$ cat config.mk
export PLATFORM = sky130hd
export DESIGN_NAME = mult_arbiter
export DESIGN_NICKNAME = d
export VERILOG_FILES = /design/src/rtl/mult_arbiter_pkg.sv /design/src/rtl/mult_arbiter_rr_pick2.sv /design/src/rtl/mult_arbiter.sv
export SDC_FILE = /design/constraint.sdc
export NUM_CORES = 1
export LEC_CHECK = 0
export CAP_MARGIN = 5
export CORE_MARGIN = 3
export CORE_UTILIZATION = 35
export CTS_BUF_LIST = sky130_fd_sc_hd__clkbuf_4
export DETAILED_ROUTE_END_ITERATION = 7
export PLACE_DENSITY = 0.84
export SYNTH_ARGS = -nofsm -noshare
export SYNTH_HDL_FRONTEND = slang
export SYNTH_SLANG_ARGS = --single-unit
$ cat constraint.sdc
create_clock -name clk -period 1.4 [get_ports clk]
set_input_delay 0.21 -clock clk [delete_from_list [all_inputs] [get_ports clk]]
set_output_delay 0.21 -clock clk [all_outputs]
set_load 0.01 [all_outputs]
$ cat src/rtl/mult_arbiter_pkg.sv
// Shared definitions for the two-requester multiplier arbiter: FSM encoding and parameter defaults.
package mult_arbiter_pkg;

   typedef enum logic [1:0] {
      IDLE  = 2'd0,
      START = 2'd1,
      WAIT  = 2'd2,
      RESP  = 2'd3
   } state_e;

   localparam int WIDTH_DEF       = 16;
   localparam int TIMEOUT_CYC_DEF = 64;

endpackage

$ cat src/rtl/mult_arbiter_rr_pick2.sv
// Combinational two-way round-robin picker; zero latency, no backpressure (pure function of its inputs).
module rr_pick2 (
   input  logic [1:0] req,
   input  logic       last_gnt,
   output logic       vld,
   output logic       winner
);

   always_comb begin
      vld    = |req;
      // Under contention the requester that did not win last time goes next.
      winner = (req == 2'b11) ? ~last_gnt : req[1];
   end

endmodule

$ cat src/rtl/mult_arbiter.sv
// Round-robin front end sharing one sequential multiplier; req->m_st 1 cycle, m_done->ack 1 cycle.
// Grants stall while the core reports not idle; optional watchdog on WAIT under MULT_TIMEOUT_EN.
module mult_arbiter
   import mult_arbiter_pkg::*;
#(
   parameter int WIDTH       = WIDTH_DEF,
   parameter int TIMEOUT_CYC = TIMEOUT_CYC_DEF
) (
   input  logic               clk,
   input  logic               rst,
   input  logic [1:0]         req,
   input  logic [WIDTH-1:0]   op_a0,
   input  logic [WIDTH-1:0]   op_b0,
   input  logic [WIDTH-1:0]   op_a1,
   input  logic [WIDTH-1:0]   op_b1,
   output logic [1:0]         ack,
   output logic [2*WIDTH-1:0] result,
   output logic               err,
   output logic               busy,
   output logic               m_st,
   output logic [WIDTH-1:0]   m_mplier,
   output logic [WIDTH-1:0]   m_mcand,
   input  logic [2*WIDTH-1:0] m_prod,
   input  logic               m_idle,
   input  logic               m_done
);

   state_e               state_q, state_d;
   logic [WIDTH-1:0]     m_mplier_q, m_mplier_d;
   logic [WIDTH-1:0]     m_mcand_q, m_mcand_d;
   logic [2*WIDTH-1:0]   result_q, result_d;
   logic                 owner_q, owner_d;
   logic                 last_gnt_q, last_gnt_d;
   logic                 pick_vld, pick_winner;

`ifdef MULT_TIMEOUT_EN
   logic [7:0]           cnt_q, cnt_d;
   logic                 err_q, err_d;
`endif

   rr_pick2 u_pick (
      .req      (req),
      .last_gnt (last_gnt_q),
      .vld      (pick_vld),
      .winner   (pick_winner)
   );

   always_comb begin
      state_d    = state_q;
      m_mplier_d = m_mplier_q;
      m_mcand_d  = m_mcand_q;
      result_d   = result_q;
      owner_d    = owner_q;
      last_gnt_d = last_gnt_q;
      m_st       = 1'b0;
      ack        = 2'b00;
`ifdef MULT_TIMEOUT_EN
      cnt_d      = cnt_q;
      err_d      = err_q;
`endif
      unique case (state_q)
         IDLE: begin
            if (pick_vld && m_idle) begin
               owner_d    = pick_winner;
               m_mplier_d = pick_winner ? op_a1 : op_a0;
               m_mcand_d  = pick_winner ? op_b1 : op_b0;
               state_d    = START;
            end
         end
         START: begin
            m_st    = 1'b1;
            state_d = WAIT;
`ifdef MULT_TIMEOUT_EN
            cnt_d   = '0;
`endif
         end
         WAIT: begin
            if (m_done) begin
               result_d = m_prod;
               state_d  = RESP;
            end
`ifdef MULT_TIMEOUT_EN
            else if (cnt_q == 8'(TIMEOUT_CYC - 1)) begin
               result_d = '0;
               err_d    = 1'b1;
               state_d  = RESP;
            end else begin
               cnt_d = cnt_q + 8'd1;
            end
`endif
         end
         RESP: begin
            ack        = owner_q ? 2'b10 : 2'b01;
            last_gnt_d = owner_q;
            state_d    = IDLE;
`ifdef MULT_TIMEOUT_EN
            err_d      = 1'b0;
`endif
         end
         default: state_d = IDLE;
      endcase
   end

   always_ff @(posedge clk) begin
      if (!rst) begin
         state_q    <= IDLE;
         m_mplier_q <= '0;
         m_mcand_q  <= '0;
         result_q   <= '0;
         owner_q    <= 1'b0;
         last_gnt_q <= 1'b1;
      end else begin
         state_q    <= state_d;
         m_mplier_q <= m_mplier_d;
         m_mcand_q  <= m_mcand_d;
         result_q   <= result_d;
         owner_q    <= owner_d;
         last_gnt_q <= last_gnt_d;
      end
   end

`ifdef MULT_TIMEOUT_EN
   always_ff @(posedge clk) begin
      if (!rst) begin
         cnt_q <= '0;
         err_q <= 1'b0;
      end else begin
         cnt_q <= cnt_d;
         err_q <= err_d;
      end
   end

   assign err = err_q;
`else
   assign err = 1'b0;
`endif

   assign busy     = (state_q != IDLE);
   assign result   = result_q;
   assign m_mplier = m_mplier_q;
   assign m_mcand  = m_mcand_q;

endmodule

; Word-level counts from Yosys, hierarchy flattened
; Index checks and enable logic that the tools add are counted.
; W data, S select, Z words.
[word_totals]
out_inout_bits = 69
word_cells = 29
inputBits = 102
ramBits = 0
register_bits = 68
rom_bits = 0
memories = 0
latchBits = 0
[op_classes]
div = 0
mul = 0
bitwise_logic = 1
n_addsub = 0
n_eq_ne = 6
magnitude_cmp = 0
n_shift = 0
muxes = 9
reduce_logical = 7
[ops]
columns = op, count
row1 = $mux W16, 2
row2 = $mux W2, 4
row3 = $pmux W2 S4, 1
row4 = $eq A2 B2 Y1 const B, 3
row5 = $reduce_and A2 Y1, 3
row6 = $ne A2 B2 Y1 const B, 2
row7 = $eq A2 B1 Y1 const B, 1
row8 = $logic_not A2 Y1, 1
row9 = $mux W1, 2
row10 = $reduce_bool A2 Y1, 1
row11 = $reduce_or A2 Y1, 1
row12 = $logic_and A1 B1 Y1, 1
row13 = $not A1 Y1, 1

; Logic depth before layout (Yosys ltp)
[depth]
ltp_word = 4
ltp_mapped = 7
depth_no_buf = 5

; Modules after synthesis
; From an unflattened synthesis, not the netlist that was laid out.
[unflattened]
cells_unflattened = 316
hier_area_um2 = 3034.2
[modules_own_cells]
columns = module, seq_area_each_um2, cells_each, n_inst, area_per_inst_um2
row1 = mult_arbiter, 1361.3, 314, 1, 3020.4
row2 = rr_pick2, 0.0, 2, 1, 13.8

; Worst setup path before layout
; OpenSTA, ideal clock, no wires.
[synth_timing]
path_type = flip-flop to flip-flop
from = reg state_q[0]
to = reg m_mplier_q[0], in the netlist m_mplier[0]
n_path_buf = 2
stages_incl_launch_ff = 8
required_time_ns = 1.275
period_less_slack_ns = 1.371
setup_slack_ns = 0.029
t_arrival_ns = 1.245
setup_ns = 0.125
cell_sequence = dfxtp_1 inv_1 ha_1 o211a_1 buf_4 buf_6 o21ai_0 a31oi_1
[synth_between]
elab_chain_cells = 2
[synth_lines]
columns = item, line_no
row1 = from (decl), mult_arbiter.sv:28  ; state_e state_q, state_d;
row2 = from (signal assigned), mult_arbiter.sv:113  ; state_q <= state_d;
row3 = $logic_not A2 Y1, mult_arbiter.sv:61  ; unique case (state_q)
row4 = $reduce_and A2 Y1 (no source line), -
row5 = to (signal assigned), mult_arbiter.sv:114  ; m_mplier_q <= m_mplier_d;
row6 = to (decl), mult_arbiter.sv:29  ; logic [WIDTH-1:0] m_mplier_q, m_mplier_d;
; No other way between the ends.
; A chain may end at the register's enable or synchronous reset.

; Final worst setup path
[layout_timing]
from = reg state_q[1]
to = out ack[1]
[layout_between]
elab_chain_cells = 2
[layout_lines]
columns = item, line_no
row1 = $eq A2 B2 Y1, mult_arbiter.sv:61
row2 = $mux W2, mult_arbiter.sv:61
row3 = to (decl), mult_arbiter.sv:16  ; output logic [1:0] ack,
; No other way between the ends.

==> flow_summary.yaml <==
run_status:
  status: "finished with violations"
  violations: "setup timing"
sta:
  timing_hold_violations_final: 0
  fin_crit_ns: 1.408
  fin_ws_ns: -0.007798
  rsz0062_at_grt: "true"
  finClkSkew_ns: 0.01341
  drv_slew: 0
  fmax_mhz: 710.3
  min_period_over_period_pct: 100.6
  setup_viol: 3
synthesis:
  synth_edf_count: 0
  syn_inst: 349
  yosys_most_used_dff: "dfxtp_1"
  yosysWarnings: 0
  yosysMostFrequentCell: "nand2_1"
  synthTopCellsByCount: "nand2_1, dfxtp_1, a31oi_1"
  synth_top_area_share_pct: 48.51
  seq_area_frac_synth_pct: 48.51
  synthTopCellsByArea: "dfxtp_1, nand2_1, a31oi_1"
  syn_nets: 456
  netlist-cell-type-count: 24
  yosys.area.top_type: "dfxtp_1"
  synth_seq_cells: 68
  syn_area_per_cell_sq_um: 8.041
  async_flop_share_pct: 0
  synth_area_sq_um: 2806
cts:
  cts_tree: "done"
  path_clk_slew_ns: 0.11
  htree_levels: 3
  numCtsBuffers: 9
  cts.sinks: 68
  cts_root_buffer: "clkbuf_4"
  cts_max_path_buffers: 2
  cts_hold_buf: 0
  clock_latency_ns: 0.40
power_and_ir_drop:
  finalPower_mw: 6.921
  leakage_nw: 2.212
  p_per_area_nw_per_um2: 1373
  peakVddDrop_mv: 0.6222
setup_path:
  r2r_setup_slack_ns: 0.03
  reg2regPathDepth: 7
  critPathKind: "reg2out"
  worstReg2RegEnd: "result[4]$_SDFFE_PN0P_"
  cp.arrival_ns: 1.20
  worstPathMaxFanout: 3
  endpoint: "ack[1]"
  r2r_start: "state_q[0]$_SDFFE_PN0P_"
  crit_required_ns: 1.19
  end_kind: "output pin"
  worstSetupStartpointType: "register"
  critPathLaunch: "state_q[1]$_SDFFE_PN0P_"
drt:
  wl_per_cell_um: 15.21
  drt_wl_total_um: 9689
  drc: 0
  dr.first_iter.drc_count: 95
  num_vias: 3164
  firstDrtPassIters: 4
  detail-route-antenna-nets: 0
  avgViaCountPerCell: 4.967
die:
  core_sq_um: 7767
  ios: 171
  initial_core_util_pct: 36.13
  dieArea_sq_um: 9129
  die_height_um: 95.55
  num_rows: 32
  die_x_um: 95.55
grt:
  gr-usage-met1_pct: 20.74
  gr-usage-met2_pct: 32.43
  grt_max_degree: 70
  grtUsageTotal_pct: 18.93
  antenna_found_initial: 0
  grt_pass1_vias: 2942
  overflow: 0
  grt_busiest_layer: "met2"
  grt_use_met3_pct: 6.551
  grt_pass1_wl_um: 13540
place:
  place_area_sq_um: 4679
  place_congestion: 0.7271
  io_buffer_count: 169
  place_hpwl_um: 6334
layout:
  fin_util_pct: 64.92
  fin_area_sq_um: 5042
  final_layout_size_suffix_gt1_share_pct: 12.15
  syn_to_final_growth_pct: 79.67
  n_antenna_cell: 0
  fin_nets: 637
worst_hold_path:
  min_path_type: "in2reg"
flow_run:
  maxCapViolCount: 0
[logic make-up after synthesis]
logic type,Yosys count,share of synthesized area [%]
and+or+nand+nor,137,18.68
other,1,0.1336
muxes,2,0.7134
buffers and inverters,32,6.019
adders and majority gates,5,2.229
AOI/OAI and AO/OA,104,23.72
DFF,68,48.51
[flip-flops by register name (all words and copies together), names as in the netlist]
| name | count |
|---|---|
| last_gnt_q | 1 |
| result | 32 |
| owner_q | 1 |
| state_q | 2 |
| m_mplier | 16 |
| m_mcand | 16 |
[cells in the final DEF, fill, tap and decap left out, types with 2 or more instances in the layout]
cell,Yosys,routed
and2_4,0,2
mux2i_1,2,2
ha_4,0,4
buf_2,12,2
clkdlybuf4s50_1,0,100
nor2b_1,2,2
o21ai_1,5,7
a21boi_0,24,3
dfxtp_1,68,66
dlygate4sd2_1,0,64
clkinvlp_4,0,2
clkbuf_16,0,4
nand2_1,132,131
buf_6,2,6
buf_16,0,2
inv_2,0,3
buf_12,0,8
clkbuf_4,0,9
buf_4,5,12
o21ai_0,28,26
a31oi_1,32,32
clkinv_1,0,2
dfxtp_4,0,2
a21boi_1,8,29
[per-layer routing]
layer	vias to the layer above	routed length [um]
met5	-	0
met4	0	246
met3	22	978
met2	141	4772
met1	1467	3691
li1	1534	-
[cell type report]
type / instances / area [sq um]
fill: 629 / 2725
timing repair buffer: 198 / 2044
sequential: 68 / 1369
multi-input combinational: 249 / 1350
tap: 102 / 127.6
clock buffer: 9 / 67.56
clock inverter: 7 / 66.31
inverter: 4 / 17.52
[report_power, final]
part,total (mW),internal [mW],switching [mW]
logic,3.13,1.71,1.42
clock network,1.24,0.536,0.709
registers,2.54,2.34,0.209
total,6.92,4.58,2.34
[stage by stage]
stage / hold WS, ns / instances / setup WS (ns) / TNS (ns)
finish: 0.2322 / 637 / -0.007798 / -0.01702
global route: 0.2130 / 637 / -0.07860 / -0.7635
CTS: 0.2065 / 625 / -0.05570 / -0.1565
detailed placement: 0.4447 / 607 / -0.1982 / -5.486
global placement: 0.4416 / 607 / -0.1373 / -3.881
floorplan: 0.3448 / 349 / 0.02936 / 0
[what timing repair did]
action / 4_1_cts / 5_1_grt
pin swaps: 3 / 3
buffers inserted: 0 / 8
setup endpoints to repair: 127 / 45
gates cloned: 2 / 4
gates resized for setup: 107 / 27
[worst min path at each step]
stage	from	slack, ns	endpoint	cells past startpoint
after floorplan	m_prod[11]	0.34	result[11]$_SDFFE_PN0P_	2
after global placement	result[5]$_SDFFE_PN0P_	0.44	result[5]$_SDFFE_PN0P_	2
after detailed placement	result[8]$_SDFFE_PN0P_	0.44	result[8]$_SDFFE_PN0P_	2
after CTS	rst	0.21	last_gnt_q$_SDFFE_PN1N_	3
after global routing	rst	0.21	last_gnt_q$_SDFFE_PN1N_	3
final	rst	0.23	last_gnt_q$_SDFFE_PN1N_	3
[worst max-delay path: stages (launching register included)]
cell	delay (ns)
dfxtp_4	0.38
ha_4	0.16
and2_4	0.15
buf_6	0.12
No activity file was read; power rests on OpenSTA's default activity.
